## src/rtl/mouse_cursor_tracker.sv

```systemverilog
// rtl/mouse_cursor_tracker.sv - PS/2 mouse packet assembler and clamped cursor tracker
// Builds 3-byte movement packets and accumulates deltas into an on-screen cursor position.
module mouse_cursor_tracker #(
  parameter int nX             = 8,
  parameter int nY             = 7,
  parameter int COLS           = 160,
  parameter int ROWS           = 120,
  parameter int SPEED_SHIFT    = 0,
  parameter int TIMEOUT_CYCLES = 1000000
) (
  input  logic          clock,
  input  logic          resetn,
  input  logic [7:0]    ps2_data,
  input  logic          ps2_data_en,
  output logic [nX-1:0] mouse_x,
  output logic [nY-1:0] mouse_y,
  output logic [2:0]    buttons,
  output logic          left_click,
  output logic          packet_done
);

  localparam int W  = ((nX > nY) ? nX : nY) + 3;
  localparam int CW = $clog2(TIMEOUT_CYCLES) + 1;
  localparam logic [CW-1:0]       CNT_MAX = CW'(TIMEOUT_CYCLES - 1);
  localparam logic signed [W-1:0] X_MAX   = W'(COLS - 1);
  localparam logic signed [W-1:0] Y_MAX   = W'(ROWS - 1);

  typedef enum logic [1:0] {WAIT_B0, WAIT_B1, WAIT_B2, UPDATE} state_t;

  state_t         state_q, state_d;
  logic [CW-1:0]  cnt_q, cnt_d;
  // hdr = {y_ovf, x_ovf, y_sign, x_sign, middle, right, left}
  logic [6:0]     hdr_q, hdr_d;
  logic [7:0]     xbyte_q, xbyte_d;
  logic [7:0]     ybyte_q, ybyte_d;
  logic [nX-1:0]  mouse_x_q, mouse_x_d;
  logic [nY-1:0]  mouse_y_q, mouse_y_d;
  logic [2:0]     buttons_q, buttons_d;
  logic           left_click_q, left_click_d;
  logic           packet_done_q, packet_done_d;

  logic signed [8:0]   dx9, dy9, dx, dy;
  logic signed [W-1:0] nx, ny;

  always_comb begin
    state_d = state_q;
    cnt_d   = cnt_q;
    hdr_d   = hdr_q;
    xbyte_d = xbyte_q;
    ybyte_d = ybyte_q;
    case (state_q)
      WAIT_B0, UPDATE: begin
        cnt_d   = '0;
        state_d = WAIT_B0;
        if (ps2_data_en && ps2_data[3]) begin
          hdr_d   = {ps2_data[7:4], ps2_data[2:0]};
          state_d = WAIT_B1;
        end
      end
      WAIT_B1: begin
        if (ps2_data_en) begin
          xbyte_d = ps2_data;
          cnt_d   = '0;
          state_d = WAIT_B2;
        end else if (cnt_q == CNT_MAX) begin
          cnt_d   = '0;
          state_d = WAIT_B0;
        end else begin
          cnt_d = cnt_q + CW'(1);
        end
      end
      WAIT_B2: begin
        if (ps2_data_en) begin
          ybyte_d = ps2_data;
          cnt_d   = '0;
          state_d = UPDATE;
        end else if (cnt_q == CNT_MAX) begin
          cnt_d   = '0;
          state_d = WAIT_B0;
        end else begin
          cnt_d = cnt_q + CW'(1);
        end
      end
      default: state_d = WAIT_B0;
    endcase
  end

  // PS/2 reports +Y as upward motion, screen rows grow downward.
  always_comb begin
    dx9 = $signed({hdr_q[3], xbyte_q});
    dy9 = $signed({hdr_q[4], ybyte_q});
    dx  = hdr_q[5] ? 9'sd0 : (dx9 >>> SPEED_SHIFT);
    dy  = hdr_q[6] ? 9'sd0 : (dy9 >>> SPEED_SHIFT);
    nx  = $signed({{(W-nX){1'b0}}, mouse_x_q}) + W'(dx);
    ny  = $signed({{(W-nY){1'b0}}, mouse_y_q}) - W'(dy);

    mouse_x_d     = mouse_x_q;
    mouse_y_d     = mouse_y_q;
    buttons_d     = buttons_q;
    left_click_d  = 1'b0;
    packet_done_d = 1'b0;
    if (state_q == UPDATE) begin
      if (nx[W-1])         mouse_x_d = '0;
      else if (nx > X_MAX) mouse_x_d = X_MAX[nX-1:0];
      else                 mouse_x_d = nx[nX-1:0];
      if (ny[W-1])         mouse_y_d = '0;
      else if (ny > Y_MAX) mouse_y_d = Y_MAX[nY-1:0];
      else                 mouse_y_d = ny[nY-1:0];
      buttons_d     = hdr_q[2:0];
      left_click_d  = hdr_q[0] && !buttons_q[0];
      packet_done_d = 1'b1;
    end
  end

  always_ff @(posedge clock or negedge resetn) begin
    if (!resetn) begin
      state_q       <= WAIT_B0;
      cnt_q         <= '0;
      hdr_q         <= '0;
      xbyte_q       <= '0;
      ybyte_q       <= '0;
      mouse_x_q     <= nX'(COLS / 2);
      mouse_y_q     <= nY'(ROWS / 2);
      buttons_q     <= '0;
      left_click_q  <= 1'b0;
      packet_done_q <= 1'b0;
    end else begin
      state_q       <= state_d;
      cnt_q         <= cnt_d;
      hdr_q         <= hdr_d;
      xbyte_q       <= xbyte_d;
      ybyte_q       <= ybyte_d;
      mouse_x_q     <= mouse_x_d;
      mouse_y_q     <= mouse_y_d;
      buttons_q     <= buttons_d;
      left_click_q  <= left_click_d;
      packet_done_q <= packet_done_d;
    end
  end

  assign mouse_x     = mouse_x_q;
  assign mouse_y     = mouse_y_q;
  assign buttons     = buttons_q;
  assign left_click  = left_click_q;
  assign packet_done = packet_done_q;

endmodule

```

## config.mk

```make
export PLATFORM = sky130hd
export DESIGN_NAME = mouse_cursor_tracker
export DESIGN_NICKNAME = d
export VERILOG_FILES = /design/src/rtl/mouse_cursor_tracker.sv
export SDC_FILE = /design/constraint.sdc
export NUM_CORES = 1
export LEC_CHECK = 0
export ABC_AREA = 1
export BUFFER_PORTS_ARGS = -buffer_cell sky130_fd_sc_hd__clkbuf_2
export CAP_MARGIN = 5
export CORE_MARGIN = 4
export CORE_UTILIZATION = 35
export DETAILED_ROUTE_END_ITERATION = 10
export GPL_TIMING_DRIVEN = 0
export SLEW_MARGIN = 20
export SYNTH_ARGS = -nofsm -noshare
export SYNTH_HDL_FRONTEND = slang
export SYNTH_SLANG_ARGS = --single-unit
export TNS_END_PERCENT = 1
```

## constraint.sdc

```tcl
create_clock -name clock -period 6.4 [get_ports clock]
set_input_delay 0.32 -clock clock [delete_from_list [all_inputs] [get_ports clock]]
set_output_delay 0.32 -clock clock [all_outputs]
set_load 0.03 [all_outputs]
```

* Word level (Yosys, flattened, before mapping)
Index checks and enable logic that the tools add are counted.
** Storage, ports and cells
- Logic and storage cells :: 44
- Register bits :: 66
- Output and inout port bits :: 20
** Cells by class
- Muxes and demuxes :: 16
- Add/sub/neg operators :: 3
- Equality and inequality tests :: 4
- Reduce and logical (&&, ||, !) cells :: 9
- $lt $le $gt $ge :: 2
** Operator list (number)
- $mux 21 :: 2
- $pmux 21 s2 :: 1
- $add 21x1->21 const B :: 1
- $eq 21x20->1 const B :: 1
- $mux 9 :: 2
- $mux 8 :: 2
- $mux 7 :: 2
- $add 9x9->10 :: 1
- $gt 10x8->1 const B :: 1
- $gt 10x9->1 const B :: 1
- $sub 8x9->10 :: 1
- $mux 2 :: 3
- $pmux 2 s3 :: 1
- $reduce_and 2->1 :: 3
- $eq 2x2->1 const B :: 2
- $reduce_or 2->1 :: 2
- $mux 1 :: 3
- $eq 2x1->1 const B :: 1
- $logic_and 1x1->1 :: 2
- $logic_not 2->1 :: 1
- $logic_not 1->1 :: 1

* Logic depth before layout (Yosys ltp)
- Depth after elaboration :: 5
- Depth in mapped cells :: 16
- Mapped depth without buffers :: 16

* Worst setup path after synthesis
No wires, ideal clock.
- Kind :: register to register
- Start point :: reg hdr_q[5]
- End point :: reg mouse_x_q[1] (netlist: mouse_x[1])
- Cell stages (with the launch flop) :: 13
- Arrival time :: 1957 ps
- Setup slack :: 4326 ps
- Setup time :: 117 ps
- Clock period less this slack :: 2074 ps
- Buffers on the path :: 1
- Path through :: dfrtp_1 -> clkbuf_1 -> nor2_1 -> ha_1 -> fa_1 -> nand4_1 -> nand3_1 -> nand2_1 -> nand3b_1 -> nand2_1 -> nand3_1 -> nand2_1 -> nand2_1
** Between the ends
- Cells in the longest elaborated chain, start to end :: 5
** RTL lines
- from (decl) :: RTL line 33 : logic [6:0] hdr_q, hdr_d;
- from (signal assigned) :: RTL line 130 : hdr_q <= hdr_d;
- $mux 9 * :: RTL line 92 : dx = hdr_q[5] ? 9'sd0 : (dx9 >>> SPEED_SHIFT);
- $add 9x9->10 * :: RTL line 94 : nx = $signed({{(W-nX){1'b0}}, mouse_x_q}) + W'(dx);
- $gt 10x9->1 :: RTL line 104 : else if (nx > X_MAX) mouse_x_d = X_MAX[nX-1:0];
- $mux 8 :: RTL line 104
- $mux 8 * :: RTL line 103 : if (nx[W-1]) mouse_x_d = '0;
- to (signal assigned) :: RTL line 122 : mouse_x_q <= nX'(COLS / 2);
- to (signal assigned) :: RTL line 133 : mouse_x_q <= mouse_x_d;
- to (decl) :: RTL line 36 : logic [nX-1:0] mouse_x_q, mouse_x_d;
Every way passes the cells marked *; elsewhere a longest branch is shown, timed or not.
A chain may end at the register's enable or synchronous reset.

* Final worst setup path
Ends and elaborated chain as after synthesis.

==> flow_summary.json <==
{
  "cpMaxStageDelayCell": "fa_1",
  "comb_power_share": 0.335,
  "ys_seq_area_frac": 0.420,
  "finalClockSkew_ps": 9.86,
  "overflow": 0,
  "path_clk_slew_ps": 50,
  "fin_tns_setup_ps": 0,
  "ys_seq_elements": 66,
  "max-clock-path-buffers": 2,
  "grt_setup_unrepaired": "no",
  "grt_max_degree": 44,
  "synth_top_cell_area_share": 0.380,
  "p_per_area_mw_per_mm2": 330,
  "cp_data_arrival_time_ps": 2700,
  "r2r_end": "mouse_x[1]",
  "finalWeightedCongestion": 0.913,
  "cts_root_buf": "clkbuf_16",
  "antenna_found_initial": 0,
  "initial_utilization": 0.361,
  "ant_nets": 0,
  "io_buffers": 30,
  "synth.net_count": 564,
  "clkPwrFrac": 0.327,
  "clock_latency_ps": 330,
  "path_max_fanout": 10,
  "yosys.cell_types.count": 33,
  "crit_top_cell": "nand2_1",
  "avgRoutedWirePerCell_microns": 13.2,
  "cp-startpoint": "hdr_q[5]",
  "pwr-share-seq": 0.338,
  "min_path_type": "primary input to flip-flop",
  "path_cells": "clkbuf_1 > nor2_1 > ha_1 > fa_1 > nand4_1 > nand3_1 > nand2_1 > nand3b_1 > nand2_1 > nand3_1 > nand2_1 > nand2_1",
  "yosys_warnings": 0,
  "diodes": 0,
  "reg2reg_depth": 12,
  "placementRows": 38,
  "syn_inst": 532,
  "via_per_inst": 4.89,
  "drv_cap": 0,
  "slew_viol_final": 0,
  "grt_pass1_vias": 3574,
  "p_switching_w": 0.000542,
  "crit_path_max_incr_delay_ps": 440,
  "yosysTopAreaCell": "dfrtp_1",
  "fin_nets": 607,
  "fill_cells": 1125,
  "synth_common_cells": "172 x nand2_1, 72 x inv_1, 60 x dfrtp_1",
  "core_area_sq_mm": 0.0109,
  "clock-sinks": 66,
  "avgSynthCellArea_sq_um": 7.43,
  "p_int_w": 0.000984,
  "chipWidth_microns": 114,
  "endpoint_kind": "flip-flop",
  "grt_first_pass_wirelength_microns": 16400,
  "ir_worst_vdd_mv": 0.133,
  "fin_crit_ps": 2490,
  "worst-r2r-setup-slack_ps": 3910,
  "post-synth-top-count-cell": "nand2_1",
  "async_flop_share": 1.00,
  "cts_resized": 0,
  "layout-drive-gt1-share": 0.116,
  "required_ps": 6610,
  "min_path_cells": 3,
  "drc_errors": 0,
  "dr.pass1.iters": 4,
  "syn_area_sq_mm": 0.00395,
  "p_leak_nw": 2.42,
  "routed_wl_microns": 9510,
  "synth.area.top_cells": "dfrtp_1 38%, nand2_1 16%, inv_1 6.8%",
  "cts_buffers": 9,
  "die_area_sq_mm": 0.0131,
  "switching_share": 0.355,
  "crit_path_end": "mouse_x[1]",
  "grt.total_usage": 0.154,
  "h-tree-depth": 3,
  "syn_to_final_growth_pct": 16.9,
  "die_h_microns": 114,
  "tritoncts": "built",
  "fin_crit_sh": 0.388,
  "rr_startpoint": "hdr_q[5]",
  "p_total_w": 0.00153,
  "status": "finished clean",
  "synth_edf_count": 0,
  "setup_viol_count_final": 0,
  "slew_headroom": 0.484,
  "drt-initial-drc-count": 198,
  "path_class": "flip-flop to flip-flop",
  "max_freq_mhz": 402,
  "fin_util": 0.422,
  "tightest_slew_ps": 767,
  "hold_violations": 0,
  "via_count": 3521,
  "startpoint_type": "flip-flop",
  "synth_flop_cell": "dfrtp_1",
  "hpwlAfterDp_microns": 7260,
  "io_pins": 31
}
==> critical path, delay by kind of cell (launching register included) <==
family	cells	cell delay [ps]
simple gates	9	1030
buf+inv	1	340
fa+ha+maj	2	660
flops	1	330
==> sequential cells by signal, indices dropped and copies added (netlist names) <==
register and flops:
xbyte_q 8, left_click 1, mouse_x 8, hdr_q 7, mouse_y 7, ybyte_q 8
buttons 3, packet_done 1, state_q 2, cnt_q 21
==> cells in the final DEF, fill, tap and decap left out, types with 2 or more instances in the layout <==
master and count:
dfstp_2 6, a31oi_1 2, fa_1 2, o21ai_0 27, nor3_1 16, clkbuf_8 3, inv_1 72, clkbuf_1 7
nor4_1 4, nand3b_1 3, nor3_4 2, nor2_1 50, xnor2_1 5, ha_1 19, nor2_2 2, nand2_2 5
dfrtp_1 60, a21o_1 3, clkbuf_16 9, xor2_1 7, clkbuf_2 29, nand2_1 172, nand4_1 16, a21oi_1 6
nand3_1 35, nand3_2 2, nor2_4 2
==> cell families (layout without fill, tap and decap cells) <==
| group | count (synthesis) | in the layout | synth area share |
|---|---|---|---|
| fa+ha+maj | 21 | 21 | 0.0703 |
| compound gates | 42 | 42 | 0.0598 |
| simple gates | 311 | 311 | 0.346 |
| flops | 66 | 66 | 0.420 |
| buf+inv | 80 | 128 | 0.0769 |
| xor+xnor | 12 | 12 | 0.0266 |
==> area by class of cell <==
class	instances	area, sq um	share of cell area
buffer	6	26.3	0.00569
sequential	66	1660	0.359
inverter	74	278	0.0601
multi-input combinational	386	1990	0.431
clock buffer	14	274	0.0593
tap	140	175	0.0379
timing repair buffer	32	183	0.0396
clock inverter	2	35.0	0.00759
==> through the flow <==
step | setup WS [ps] | hold WS [ps] | area (sq um) | cells
2_1_floorplan | 4330 | 24.4 | 3950 | 532
3_3_place_gp | 4000 | 433 | 4280 | 702
3_5_place_dp | 3960 | 290 | 4300 | 703
4_1_cts | 3920 | 263 | 4620 | 720
5_1_grt | 3680 | 278 | 4620 | 720
6_report | 3910 | 285 | 4620 | 720
==> how the worst min path moves through the flow <==
stage / endpoint / from
5_1_grt: xbyte_q[6] / ps2_data[6]
2_1_floorplan: buttons[0] / resetn
4_1_cts: cnt_q[17] / ps2_data_en
3_3_place_gp: left_click / buttons[0]
3_5_place_dp: cnt_q[9] / resetn
6_report: ybyte_q[6] / ps2_data[6]
==> power by group through the flow <==
stage	registers (W)	clock network (W)	logic [W]
after global placement	0.000521	0	0.000496
after detailed placement	0.000523	0	0.000508
final	0.000516	0.000499	0.000511
after global routing	0.000525	0.000534	0.000585
after CTS	0.000517	0.000514	0.000511
after floorplan	0.000553	0	0.000353
==> metal layers <==
layer | GRT usage | vias to the layer above | wire length [microns]
met3 | 0.0433 | 6 | 407
met5 | 0 | - | 0
met2 | 0.251 | 64 | 4520
met4 | 0.0435 | 0 | 76
met1 | 0.200 | 1659 | 4510
li1 | - | 1792 | -
==> timing repair <==
action                                 4_1_cts  5_1_grt
hold buffers                                 1        0
setup buffers                                0        0
endpoints found under the hold margin       21        0
No activity file was read; power rests on OpenSTA's default activity.
